$ cat src/rtl/fetch_pkg.sv
// Shared definitions for the fetch/prefetch unit.
//   fetch_state_e : fetch FSM encoding (boot, run, drain of in-flight responses)
//   Default*      : default address/instruction widths and sequential PC step
//   slot_width()  : packed width of one prefetch slot {pc, instr, filled}
package fetch_pkg;

  typedef enum logic [1:0] {
    StBoot  = 2'd0,
    StRun   = 2'd1,
    StDrain = 2'd2
  } fetch_state_e;

  localparam int unsigned DefaultXlen  = 32;
  localparam int unsigned DefaultIlen  = 32;
  localparam int unsigned DefaultPcInc = 4;

  function automatic int unsigned slot_width(input int unsigned xlen, input int unsigned ilen);
    return xlen + ilen + 1;
  endfunction

endpackage

$ cat src/rtl/fetch_prefetch_queue.sv
// In-order prefetch queue. A slot is allocated (pc known, instr pending) when a request is
// granted, filled when its response returns, and popped from the head by decode.
// Ports:
//   i_clk, i_rst_n      : clock, synchronous active-low reset
//   i_flush             : drop every slot (redirect); overrides alloc/fill/pop
//   i_alloc, i_alloc_pc : allocate tail slot with the granted fetch address
//   i_fill, i_fill_instr: write the oldest unfilled slot with returned instruction
//   i_pop               : retire the head slot
//   o_head_*            : head slot contents; valid only once filled
//   o_used_slots        : allocated slots (filled or not)
//   o_unfilled          : allocated slots still waiting for a response
module fetch_prefetch_queue
  import fetch_pkg::*;
#(
  parameter int unsigned XLEN  = DefaultXlen,
  parameter int unsigned ILEN  = DefaultIlen,
  parameter int unsigned DEPTH = 4
) (
  input  logic                       i_clk,
  input  logic                       i_rst_n,
  input  logic                       i_flush,
  input  logic                       i_alloc,
  input  logic [XLEN-1:0]            i_alloc_pc,
  input  logic                       i_fill,
  input  logic [ILEN-1:0]            i_fill_instr,
  input  logic                       i_pop,
  output logic                       o_head_valid,
  output logic [XLEN-1:0]            o_head_pc,
  output logic [ILEN-1:0]            o_head_instr,
  output logic [$clog2(DEPTH):0]     o_used_slots,
  output logic [$clog2(DEPTH):0]     o_unfilled
);

  localparam int unsigned AW = $clog2(DEPTH);
  localparam int unsigned CW = AW + 1;
  localparam int unsigned SW = slot_width(XLEN, ILEN);

  // Slot layout: [SW-1:ILEN+1] pc, [ILEN:1] instr, [0] filled
  logic [SW-1:0] r_slot [DEPTH];

  // Pointers carry one extra wrap bit so full and empty are distinguishable
  logic [CW-1:0] r_alloc_ptr;
  logic [CW-1:0] r_fill_ptr;
  logic [CW-1:0] r_head_ptr;

  logic [AW-1:0] w_alloc_idx;
  logic [AW-1:0] w_fill_idx;
  logic [AW-1:0] w_head_idx;
  logic [SW-1:0] w_head_slot;

  assign w_alloc_idx = r_alloc_ptr[AW-1:0];
  assign w_fill_idx  = r_fill_ptr[AW-1:0];
  assign w_head_idx  = r_head_ptr[AW-1:0];
  assign w_head_slot = r_slot[w_head_idx];

  always_ff @(posedge i_clk) begin
    if (!i_rst_n) begin
      r_alloc_ptr <= '0;
      r_fill_ptr  <= '0;
      r_head_ptr  <= '0;
      for (int i = 0; i < int'(DEPTH); i++) begin
        r_slot[i] <= '0;
      end
    end else if (i_flush) begin
      r_alloc_ptr <= '0;
      r_fill_ptr  <= '0;
      r_head_ptr  <= '0;
      for (int i = 0; i < int'(DEPTH); i++) begin
        r_slot[i][0] <= 1'b0;
      end
    end else begin
      // alloc, fill and pop never target the same slot: alloc needs a non-full queue,
      // fill needs an unfilled slot, pop needs a filled head
      if (i_alloc) begin
        r_slot[w_alloc_idx][SW-1:ILEN+1] <= i_alloc_pc;
        r_slot[w_alloc_idx][0]           <= 1'b0;
        r_alloc_ptr                      <= r_alloc_ptr + CW'(1);
      end
      if (i_fill) begin
        r_slot[w_fill_idx][ILEN:1] <= i_fill_instr;
        r_slot[w_fill_idx][0]      <= 1'b1;
        r_fill_ptr                 <= r_fill_ptr + CW'(1);
      end
      if (i_pop) begin
        // Clear the flag so a wrapped, not yet refilled slot never looks valid
        r_slot[w_head_idx][0] <= 1'b0;
        r_head_ptr            <= r_head_ptr + CW'(1);
      end
    end
  end

  assign o_head_valid = w_head_slot[0];
  assign o_head_instr = w_head_slot[ILEN:1];
  assign o_head_pc    = w_head_slot[SW-1:ILEN+1];
  assign o_used_slots = r_alloc_ptr - r_head_ptr;
  assign o_unfilled   = r_alloc_ptr - r_fill_ptr;

endmodule

$ cat src/rtl/fetch_prefetch_unit.sv
// Fetch stage with prefetch queue. Issues sequential fetches under req/gnt, buffers in-order
// responses with their PCs, and hands them to decode under valid/stall. A redirect flushes
// the queue and counts every still-outstanding response so it can be discarded on return.
// Ports:
//   inp_clk, inp_rst_n            : clock, synchronous active-low reset
//   inp_pcsrc, inp_branchTarget   : redirect request and target PC
//   inp_stall                     : decode not accepting this cycle
//   out_imem_req, out_imem_addr   : fetch request and address (held until granted)
//   inp_imem_gnt                  : memory accepted the request
//   inp_imem_rvalid/rdata         : in-order response
//   out_valid, out_instr, out_pc  : instruction presented to decode
module fetch_prefetch_unit
  import fetch_pkg::*;
#(
  parameter int unsigned     XLEN      = DefaultXlen,
  parameter int unsigned     ILEN      = DefaultIlen,
  parameter int unsigned     BUF_DEPTH = 4,
  parameter logic [XLEN-1:0] RESET_PC  = '0,
  parameter int unsigned     PC_INC    = DefaultPcInc
) (
  input  logic            inp_clk,
  input  logic            inp_rst_n,
  input  logic            inp_pcsrc,
  input  logic [XLEN-1:0] inp_branchTarget,
  input  logic            inp_stall,
  output logic            out_imem_req,
  output logic [XLEN-1:0] out_imem_addr,
  input  logic            inp_imem_gnt,
  input  logic            inp_imem_rvalid,
  input  logic [ILEN-1:0] inp_imem_rdata,
  output logic            out_valid,
  output logic [ILEN-1:0] out_instr,
  output logic [XLEN-1:0] out_pc
);

  localparam int unsigned CW   = $clog2(BUF_DEPTH) + 1;
  localparam int unsigned SumW = CW + 1;

  fetch_state_e    r_state;
  logic [XLEN-1:0] r_fetch_pc;
  logic [CW-1:0]   r_drop_cnt;

  logic [CW-1:0]   w_used;
  logic [CW-1:0]   w_unfilled;
  logic [CW-1:0]   w_drop_d;
  logic            w_room;
  logic            w_grant;
  logic            w_fill;
  logic            w_pop;
  logic            w_head_valid;

  // Outstanding responses (kept or to be dropped) must never exceed the slot count
  assign w_room  = (SumW'(w_used) + SumW'(r_drop_cnt)) < SumW'(BUF_DEPTH);
  assign out_imem_req  = (r_state != StBoot) && w_room;
  assign out_imem_addr = r_fetch_pc;

  assign w_grant = out_imem_req && inp_imem_gnt;
  assign w_fill  = inp_imem_rvalid && (r_drop_cnt == '0);
  assign w_pop   = w_head_valid && !inp_stall && !inp_pcsrc;

  always_comb begin
    w_drop_d = r_drop_cnt;
    if (inp_pcsrc) begin
      // A same-cycle response retires either one pending drop or one unfilled slot, so it
      // always removes exactly one from the outstanding total
      w_drop_d = r_drop_cnt + w_unfilled + CW'(w_grant) - CW'(inp_imem_rvalid);
    end else if (inp_imem_rvalid && (r_drop_cnt != '0)) begin
      w_drop_d = r_drop_cnt - CW'(1);
    end
  end

  always_ff @(posedge inp_clk) begin
    if (!inp_rst_n) begin
      r_state    <= StBoot;
      r_fetch_pc <= RESET_PC;
      r_drop_cnt <= '0;
    end else begin
      r_drop_cnt <= w_drop_d;
      if (inp_pcsrc) begin
        r_fetch_pc <= inp_branchTarget;
      end else if (w_grant) begin
        r_fetch_pc <= r_fetch_pc + XLEN'(PC_INC);
      end
      case (r_state)
        StBoot:  r_state <= StRun;
        StRun: begin
          if (inp_pcsrc && ((w_unfilled != '0) || w_grant)) begin
            r_state <= StDrain;
          end
        end
        StDrain: begin
          if (!inp_pcsrc && (w_drop_d == '0)) begin
            r_state <= StRun;
          end
        end
        default: r_state <= StBoot;
      endcase
    end
  end

  fetch_prefetch_queue #(
    .XLEN  (XLEN),
    .ILEN  (ILEN),
    .DEPTH (BUF_DEPTH)
  ) u_queue (
    .i_clk        (inp_clk),
    .i_rst_n      (inp_rst_n),
    .i_flush      (inp_pcsrc),
    .i_alloc      (w_grant),
    .i_alloc_pc   (r_fetch_pc),
    .i_fill       (w_fill),
    .i_fill_instr (inp_imem_rdata),
    .i_pop        (w_pop),
    .o_head_valid (w_head_valid),
    .o_head_pc    (out_pc),
    .o_head_instr (out_instr),
    .o_used_slots (w_used),
    .o_unfilled   (w_unfilled)
  );

  assign out_valid = w_head_valid;

  // A response with nothing waiting for it and nothing to drop is a memory protocol error
  a_rvalid_expected : assert property (@(posedge inp_clk) disable iff (!inp_rst_n)
    inp_imem_rvalid |-> ((r_drop_cnt != '0) || (w_unfilled != '0)));

endmodule

$ cat config.mk
export PLATFORM = sky130hd
export DESIGN_NAME = fetch_prefetch_unit
export DESIGN_NICKNAME = d
export VERILOG_FILES = /design/src/rtl/fetch_pkg.sv /design/src/rtl/fetch_prefetch_queue.sv /design/src/rtl/fetch_prefetch_unit.sv
export SDC_FILE = /design/constraint.sdc
export NUM_CORES = 1
export LEC_CHECK = 0
export BUFFER_PORTS_ARGS = -buffer_cell sky130_fd_sc_hd__buf_2
export CAP_MARGIN = 20
export CORE_ASPECT_RATIO = 2
export CORE_UTILIZATION = 63
export DETAILED_ROUTE_END_ITERATION = 16
export PLACE_DENSITY = 0.94
export SLEW_MARGIN = 20
export SYNTH_ARGS = -nofsm -noshare
export SYNTH_HDL_FRONTEND = slang
export SYNTH_SLANG_ARGS = --single-unit
$ cat constraint.sdc
create_clock -name inp_clk -period 8 [get_ports inp_clk]
set_clock_uncertainty 0.2 [all_clocks]
set_input_delay 1.2 -clock inp_clk [delete_from_list [all_inputs] [get_ports inp_clk]]
set_output_delay 1.2 -clock inp_clk [all_outputs]
set_load 0.005 [all_outputs]
Yosys cells after proc, flatten, opt, wreduce, memory -nomap -nowiden --
Memories as Yosys holds them, arrays and structs flattened. A register that Yosys moved wholly into a read port is not among the register bits. Index checks and enable logic that the tools add are counted.
Storage, ports and cells: RAM bits 260, memories 1, flip-flop bits (word level) 46, bits of input ports 70, word-level logic and storage cells 89, output and inout bits 98
Cells by class: bitwise logic cells 5, $add $sub $neg 11, $lt $le $gt $ge 1, equal/unequal tests 4, reduce and logical (&&, ||, !) cells 23, mux-type cells 38
Memories:
- u_queue.r_slot | words 4, width 65, rd ports 1, clocked after Yosys merged registers in 1, wr ports 4, RTL line fetch_prefetch_queue.sv:39 | logic [SW-1:0] r_slot [DEPTH];
Operators by type and width (count):
- 65-bit two-way mux | 3
- 65-bit OR reduction | 3
- 32-bit two-way mux | 2
- 32-bit by 3-bit adder with 32-bit output, second input constant | 1
- 1-bit two-way mux | 20
- 2-bit two-way mux | 8
- 3-bit two-way mux | 4
- 3-bit by 1-bit adder with 3-bit output, second input constant | 3
- 1-bit logical AND | 8
- 3-bit logical NOT | 2
- 2-bit case mux with 3 select lines | 1
- 3-bit nonzero test | 2
- 3-bit subtractor | 2
- 3-bit by 3-bit adder with 4-bit output | 1
- 4-bit by 3-bit < comparator with 1-bit output, second input constant | 1
- 2-bit inequality test, second input constant | 2
- 1-bit bitwise OR | 4
- 2-bit nonzero test | 2
- 3-bit by 1-bit adder with 3-bit output | 1
- 3-bit adder | 1
- 3-bit by 1-bit subtractor with 3-bit output | 1
- 3-bit by 1-bit subtractor with 3-bit output, second input constant | 1
- 2-bit by 1-bit equality test with 1-bit output, second input constant | 1
- 2-bit equality test, second input constant | 1
- other kinds (6) | 7

Longest topological paths before layout --
Gate-level depths: netlist of run 1.
word-level depth 12, mapped depth 18, mapped depth without buffers 16

Modules after synthesis --
Synthesis of run 1 repeated with hierarchy kept, for this count alone.
Second synthesis, totals: cell total of the unflattened synthesis 998, area, all modules 14272.4 µm²
By module, submodules not included:
- fetch_prefetch_queue | area an instance 12009.0 µm², cells each 720, times used 1, sequential area each 7987.7 µm²
- fetch_prefetch_unit | area an instance 2263.4 µm², cells each 278, times used 1, sequential area each 740.7 µm²

Worst setup path before layout of run 1 --
No wires, ideal clock.
path kind reg2reg, start register u_queue.r_alloc_ptr[0], end memory u_queue.r_slot[0][33] (netlist name) (enable), setup time 0.389 ns, arrival 3.375 ns, period minus slack after synthesis 3.965 ns, slack 4.035 ns, cell stages (with the launch flop) 15, buffers on the path 2, required time 7.411 ns, cells stage by stage dfxtp_1 inv_1 ha_1 inv_1 fa_1 xor2_1 xnor2_1 ha_1 nor3_1 o2111ai_2 inv_1 buf_2 buf_2 nand3_1 nand2_1
RTL lines:
- start: declaration | RTL line fetch_prefetch_queue.sv:42 | logic [CW-1:0] r_alloc_ptr;
- start signal: assignment | RTL line fetch_prefetch_queue.sv:77 | r_alloc_ptr <= r_alloc_ptr + CW'(1);
- end: declaration | RTL line fetch_prefetch_queue.sv:39

==> results of run 1 <==
## layout make-up
type / count / area [µm²] / share of cell area, %
multi-input combinational: 614 / 5080 / 31.7
tap: 276 / 345 / 2.16
inverter: 20 / 75.1 / 0.469
clock inverter: 16 / 160 / 1.00
antenna: 1 / 2.50 / 0.0156
clock buffer: 31 / 691 / 4.31
timing repair buffer: 179 / 926 / 5.78
sequential: 308 / 8730 / 54.6
## flip-flops by register name, indices dropped and copies added (netlist names), named ones only
name and cells:
r_state 2, u_queue.r_head_ptr 3, r_drop_cnt 3, out_imem_addr 32
u_queue.r_slot 260, u_queue.r_alloc_ptr 3, u_queue.r_fill_ptr 3
## worst max-delay path by stage
stage          slack (ns)  cells past startpoint                                start                                  end
2_1_floorplan        4.04                     14  u_queue.r_alloc_ptr[0]$_SDFFE_PP0P_  u_queue.r_slot[0][33]$_SDFFCE_PN0P_
3_3_place_gp         2.96                     13  u_queue.r_alloc_ptr[0]$_SDFFE_PP0P_  u_queue.r_slot[3][35]$_SDFFCE_PN0P_
3_5_place_dp         2.81                     13  u_queue.r_alloc_ptr[0]$_SDFFE_PP0P_  u_queue.r_slot[3][37]$_SDFFCE_PN0P_
4_1_cts              2.78                     13  u_queue.r_alloc_ptr[0]$_SDFFE_PP0P_  u_queue.r_slot[3][62]$_SDFFCE_PN0P_
5_1_grt              2.33                     13  u_queue.r_alloc_ptr[0]$_SDFFE_PP0P_  u_queue.r_slot[3][47]$_SDFFCE_PN0P_
6_report             2.68                     13  u_queue.r_alloc_ptr[0]$_SDFFE_PP0P_  u_queue.r_slot[3][40]$_SDFFCE_PN0P_
## metrics by stage
step,std cells,area (µm²),hold WS [ns],util (%),power (µW)
finish,1445,16000,0.315,72.6,3590
global route,1445,16000,0.351,72.6,3710
CTS,1444,16000,0.322,72.5,3600
detailed placement,1397,15200,0.312,68.7,2340
global placement,1397,15200,0.289,68.7,2320
floorplan,1018,14200,0.269,-,2170
## critical path, delay by kind of cell (launching register included)
| kind | cells | cell delay (ns) |
|---|---|---|
| xor+xnor | 2 | 0.33 |
| buf+inv | 4 | 1.40 |
| flops | 1 | 0.35 |
| compound gates | 1 | 0.49 |
| fa+ha+maj | 3 | 0.79 |
| simple gates | 3 | 1.39 |
## power breakdown
part,switching (µW),total [µW],internal [µW]
logic,247,421,174
registers,65.7,1890,1820
clock network,562,1280,715
total,875,3590,2710
## metal layers
layer	wire length [µm]	part of all wire (%)	vias to the layer above
met5	0	0	-
met4	1190	3.7	0
met3	2040	6.4	97
met2	18000	56	445
met1	10600	33	4482
li1	-	-	4083
## kinds of logic (layout without fill, tap and decap cells)
| family | count (synthesis) | after routing | synth area share [%] |
|---|---|---|---|
| buf+inv | 96 | 246 | 2.64 |
| compound gates | 76 | 76 | 3.12 |
| xor+xnor | 30 | 30 | 1.86 |
| flops | 308 | 308 | 61.6 |
| simple gates | 413 | 413 | 17.6 |
| fa+ha+maj | 25 | 25 | 2.42 |
| other cells | 0 | 1 | 0 |
| mux | 70 | 70 | 10.7 |
## placed cells by master (no fill, tap or decap), types with 3 or more instances in the layout
cell type and count:
sky130_fd_sc_hd__nor3_1 7, sky130_fd_sc_hd__dfxtp_1 50, sky130_fd_sc_hd__and2_2 4, sky130_fd_sc_hd__inv_1 19, sky130_fd_sc_hd__buf_4 12, sky130_fd_sc_hd__xor2_1 10, sky130_fd_sc_hd__or3_1 3, sky130_fd_sc_hd__clkbuf_1 4
sky130_fd_sc_hd__xnor2_1 20, sky130_fd_sc_hd__nand2_1 26, sky130_fd_sc_hd__ha_1 21, sky130_fd_sc_hd__clkbuf_16 27, sky130_fd_sc_hd__o21ai_0 29, sky130_fd_sc_hd__buf_2 167, sky130_fd_sc_hd__nand4_1 12, sky130_fd_sc_hd__and3_2 3
sky130_fd_sc_hd__mux2i_1 5, sky130_fd_sc_hd__clkinv_2 3, sky130_fd_sc_hd__and3_1 135, sky130_fd_sc_hd__a31oi_1 7, sky130_fd_sc_hd__and2_1 129, sky130_fd_sc_hd__mux4_2 65, sky130_fd_sc_hd__a21oi_1 24, sky130_fd_sc_hd__fa_1 4
sky130_fd_sc_hd__nand3_1 20, sky130_fd_sc_hd__nand2b_2 4, sky130_fd_sc_hd__nor2_1 32, sky130_fd_sc_hd__nand2b_1 6, sky130_fd_sc_hd__nor3b_1 5, sky130_fd_sc_hd__edfxtp_1 256, sky130_fd_sc_hd__clkinv_1 7, sky130_fd_sc_hd__a211oi_1 9
sky130_fd_sc_hd__bufinv_16 3, sky130_fd_sc_hd__nor4_1 8
==> out/metrics.cfg, run 1 <==
[status]
status = finished clean

[grt]
grt_first_pass_wirelength_um = 49300
via_count_of_the_first_global_routing_pass = 9504
most_crowded_layer_after_global_routing = met2
grt_antenna_before_repair = 1
grt_max_degree = 133
residual_overflow_from_global_routing = 0
global_route.usage.met1_pct = 31.3
grtUsageMet3_pct = 3.31
grt_util_met2_pct = 51.8
grt.total_usage_pct = 28.1

[critical_path]
worst_path_largest_cell_delay_ns = 0.94
worst_r2r_path_depth = 13
cp.arrival_ns = 5.30
rr_startpoint = u_queue.r_alloc_ptr[0]$_SDFFE_PP0P_
crit_top_cell = sky130_fd_sc_hd__inv_1
crit_slowest_cell = sky130_fd_sc_hd__and3_1
reg2reg_setup_slack_ns = 2.68
r2r_end = u_queue.r_slot[3][40]$_SDFFCE_PN0P_
critical_path.startpoint_type = flop
timing.critical_path.cells = inv_1 > ha_1 > inv_1 > fa_1 > xor2_1 > xnor2_1 > ha_1 > nor3_1 > o2111ai_2 > inv_1 > and3_1 > nand2b_1 > buf_4
path_class = flop to flop
worstSetupEndpointType = flop
crit_path_max_fanout = 33
timing.critical_path.required_ns = 7.98

[detailed_routing]
routed_wl_um = 31900
drc = 0
antenna_left = 0
drt_iter0_markers = 715
drt-vias-per-instance = 6.30
pre_repair_dr_iteration_count = 6
detail_route.wl_per_cell_um = 22.1
route.vias.total = 9107

[pwr]
pwr_density_cell_mw_per_mm2 = 224
maximum_resistive_drop_on_vdd_v = 0.000219
leakagePower_uw = 0.00649

[worst_hold_path]
worst_hold_path.endpoint = u_queue.r_fill_ptr[1]$_SDFFE_PP0P_
timing.hold.worst.start = u_queue.r_fill_ptr[1]$_SDFFE_PP0P_
worstHoldPathCells = 2
hold_path_class = flop to flop

[logic_synthesis]
synthMostInstantiatedCell = sky130_fd_sc_hd__edfxtp_1
synthDominantAreaCellType = sky130_fd_sc_hd__edfxtp_1
synth_top_flop_cell = sky130_fd_sc_hd__edfxtp_1
synthesis.area_per_instance_um2 = 13.9
synth.yosys.warnings = 0
synth_largest_type_area_fraction_pct = 54.3
synth-edff-count = 256
synth-async-reset-ratio_pct = 0
ys_ff_latch = 308
synthesis.nets = 1113
synth.yosys.seq_area_share_pct = 61.6
synth.cell_area_mm2 = 0.0142
synth_cell_type_count = 48
ys_top_cells_by_count = sky130_fd_sc_hd__edfxtp_1, sky130_fd_sc_hd__and3_1, sky130_fd_sc_hd__and2_1
post_synthesis_cells = 1018
post_synth_main_area_contributors = sky130_fd_sc_hd__edfxtp_1, sky130_fd_sc_hd__mux4_2, sky130_fd_sc_hd__dfxtp_1

[floorplan]
core.rowCount = 77
die_area_mm2 = 0.0231
number_of_top_level_design_ports = 168
fp.dieH_um = 214
core_region_area_mm2 = 0.0221
start_util_pct = 64.2
dieWidth_um = 108

[clock_tree]
tritoncts.num_buffers = 26
clockBufferDepth = 3
htree_num_levels = 1
cts_tree = yes
clock_latency_ns = 0.54
cts_hold_buf = 0
clk_pin_slew_ns = 0.07
postCtsSetupBuffers = 0
clock_tree.root_cell = sky130_fd_sc_hd__clkbuf_16
clock_sink_count = 308
cts_resized = 0

[placement]
buffer_ports.inserted = 167
gp_congestion = 0.858
pre_cts_slack_ns = 2.81
detailedPlacementHpwl_um = 20800

[cells_and_area]
area_growth_syn_to_layout_pct = 13.1
num-nets-final = 1244
drive_gt1_share_pct = 26.0
fillCellCount = 1370

[sta]
hold_violations = 0
maxSlewViolCount = 0
setup_viol_count_final = 0
slew_headroom_pct = 22.7
fin_crit_ns = 5.32
fmax_mhz = 188
setup-tns-final_ns = 0
rsz0062_at_grt = false
worstMarginPinSlew_ns = 1.16
worst_slack_ns = 2.68
final.period_utilization_pct = 66.4

[flow_run]
max_capacitance_violation_count = 0

No activity file was read; power rests on OpenSTA's default activity.
==> inputs of run 2 (changes only) <==
- CORE_UTILIZATION: 63 -> 59
- PLACE_DENSITY: 0.94 -> 0.9
- clock period: 8 -> 5.3 ns (I/O delays scaled with it)
==> run 2 against run 1 <==
The flow now finishes with violations (DRC). Clock-buffer cell count rose by 1. Sequential share of layout area fell by 0.20 points. Cell count is 1.5% higher. Clock power increased by 45%. Sequential power increased by 51%. First-iteration DRC count is 27% higher. Critical endpoint is now u_queue.r_slot[3][38]$_SDFFCE_PN0P_. Wire length grew 4.5%. Largest cell class unchanged. Flip-flop and latch count is the same.
==> out/metrics.cfg, run 2 (same netlist as run 1, synthesis figures left out) <==
[grt]
residual_overflow_from_global_routing = 0  ; unchanged
grt_max_degree = 73  ; -45%
grt.total_usage_pct = 27.7  ; -0.43 points
via_count_of_the_first_global_routing_pass = 9707  ; +2.1%
grt_first_pass_wirelength_um = 52500  ; +6.5%
grt_antenna_before_repair = 1  ; unchanged

[critical_path]
critical_path.startpoint_type = flop
path_class = flop to flop
crit_path_max_fanout = 33  ; unchanged
cp.arrival_ns = 4.35  ; -0.95 ns
worst_r2r_path_depth = 16  ; +3
timing.critical_path.required_ns = 5.32  ; -2.66 ns
worstSetupEndpointType = flop

[sta]
rsz0062_at_grt = false
fin_crit_ns = 4.34  ; -0.979 ns
setup_viol_count_final = 0  ; unchanged
timing.hold.ws_ns = 0.287  ; -0.0281 ns
hold_violations = 0  ; unchanged
final.period_utilization_pct = 81.8  ; +15 points
setup-tns-final_ns = 0  ; unchanged
maxSlewViolCount = 0  ; unchanged
fmax_mhz = 231  ; +23%
slew_headroom_pct = 35.5  ; +13 points
worstMarginPinSlew_ns = 0.967  ; -0.192 ns

[cells_and_area]
drive_gt1_share_pct = 26.7  ; +0.71 points
postLayoutCellArea_mm2 = 0.0161  ; +0.38%
largest_register_ffs = 260  ; unchanged
num-nets-final = 1257  ; +1.0%
multi_input_area_mm2 = 0.00507  ; about the same
top_register = u_queue.r_slot
area_growth_syn_to_layout_pct = 13.5
commonest_cells_after_routing_fill_and_taps_aside = sky130_fd_sc_hd__edfxtp_1, sky130_fd_sc_hd__buf_2, sky130_fd_sc_hd__and3_1
fillCellCount = 1567  ; +14%
layout_commonest_cell = sky130_fd_sc_hd__edfxtp_1
layoutNonFillerInstCount = 1466  ; +1.5%
seqCellArea_mm2 = 0.00873  ; unchanged

[detailed_routing]
routed_wl_um = 33300  ; +4.5%
antenna_left = 0  ; unchanged
drt_iter0_markers = 910  ; +27%
drc = 9  ; +9
route.vias.total = 9219  ; +1.2%
detail_route.wl_per_cell_um = 22.7  ; +3.0%
pre_repair_dr_iteration_count = 11  ; +5
drt-vias-per-instance = 6.29  ; -0.22%

[flow_run]
max_capacitance_violation_count = 0  ; unchanged

[clock_tree]
clock_sink_count = 308  ; unchanged
cts_hold_buf = 0  ; unchanged
cts_resized = 0  ; unchanged
tritoncts.num_buffers = 26  ; unchanged
clock_latency_ns = 0.55  ; about the same
postCtsSetupBuffers = 0  ; unchanged
clockBufferDepth = 3  ; unchanged
clk_pin_slew_ns = 0.07  ; about the same
clock_tree.root_cell = sky130_fd_sc_hd__clkbuf_16
htree_num_levels = 1  ; unchanged
cts_tree = yes

[placement]
gp_congestion = 0.862  ; +0.47%
detailedPlacementHpwl_um = 21800  ; +4.9%
place_area_mm2 = 0.0153  ; +0.70%
dp_cells = 1417  ; +1.4%
buffer_ports.inserted = 167  ; unchanged

[status]
failed_checks = DRC
status = finished, violations left

[worst_hold_path]
hold_path_class = input port to flop
worstHoldPathCells = 3  ; +1

[floorplan]
core_region_area_mm2 = 0.0234  ; +6.2%
core.rowCount = 79  ; +2.6%
number_of_top_level_design_ports = 168  ; unchanged
start_util_pct = 60.4  ; -3.7 points
dieWidth_um = 112  ; +3.3%
die_area_mm2 = 0.0247  ; +6.7%
fp.dieH_um = 221  ; +3.3%

[pwr]
maximum_resistive_drop_on_vdd_v = 0.000267  ; +22%
power.total_uw = 5360  ; +49%
pwr_density_cell_mw_per_mm2 = 333  ; +49%
leakagePower_uw = 0.00653  ; +0.65%

==> run 2: worst max-delay path: stages (launching register included) <==
cell and delay (ns):
sky130_fd_sc_hd__dfxtp_1 0.35, sky130_fd_sc_hd__inv_1 0.14, sky130_fd_sc_hd__ha_1 0.16, sky130_fd_sc_hd__inv_1 0.04, sky130_fd_sc_hd__fa_1 0.36, sky130_fd_sc_hd__xor2_1 0.16
sky130_fd_sc_hd__xnor2_1 0.16, sky130_fd_sc_hd__ha_1 0.25, sky130_fd_sc_hd__nor3_1 0.25, sky130_fd_sc_hd__o2111ai_2 0.16, sky130_fd_sc_hd__buf_4 0.21, sky130_fd_sc_hd__inv_1 0.26
sky130_fd_sc_hd__buf_4 0.30, sky130_fd_sc_hd__and3_1 0.19, sky130_fd_sc_hd__buf_4 0.29, sky130_fd_sc_hd__nand2b_1 0.19, sky130_fd_sc_hd__buf_4 0.30
==> run 2: metal layers <==
layer | GRT usage [%] | wire, µm | vias to the layer above
met5 | 0 | 0 | -
met1 | 30.2 | 11100 | 4564
met3 | 2.99 | 1860 | 102
met2 | 52.0 | 18600 | 439
li1 | - | - | 4114
met4 | 14.7 | 1680 | 0
==> run 2: final cells by class <==
type / count / share of cell area (%)
well taps: 283 / 2.20
diodes: 1 / 0.0156
clock buffers: 32 / 4.32
inverters: 20 / 0.467
multi-input cells: 614 / 31.6
repair buffers: 192 / 6.37
flip-flops and latches: 308 / 54.3
clock inverters: 16 / 0.701
==> run 2: power by group <==
| part | switching, µW | internal [µW] | leakage, µW | total, µW |
|---|---|---|---|---|
| Clock | 867 | 984 | 0.000385 | 1850 |
| Sequential | 99.7 | 2750 | 0.00308 | 2850 |
| Combinational | 378 | 274 | 0.00307 | 653 |
| Total | 1350 | 4010 | 0.00653 | 5360 |
==> run 2: worst paths after layout <==
kind / startpoint / to / slack [ns]
hold / removal: inp_branchTarget[1] / out_imem_addr[1]$_SDFFE_PN0P_ / 0.29
hold reg to reg: u_queue.r_fill_ptr[1]$_SDFFE_PP0P_ / u_queue.r_fill_ptr[1]$_SDFFE_PP0P_ / 0.32
setup / recovery: u_queue.r_alloc_ptr[0]$_SDFFE_PP0P_ / u_queue.r_slot[3][38]$_SDFFCE_PN0P_ / 0.96
setup reg to reg: u_queue.r_alloc_ptr[0]$_SDFFE_PP0P_ / u_queue.r_slot[3][38]$_SDFFCE_PN0P_ / 0.96
==> run 2: through the flow <==
stage                     worst slack, ns  utilization, %
after global routing                0.687            68.6
after global placement               1.15            65.1
after floorplan                      1.34               -
after detailed placement             1.01            65.1
after CTS                           0.995            68.6
final                               0.963            68.6
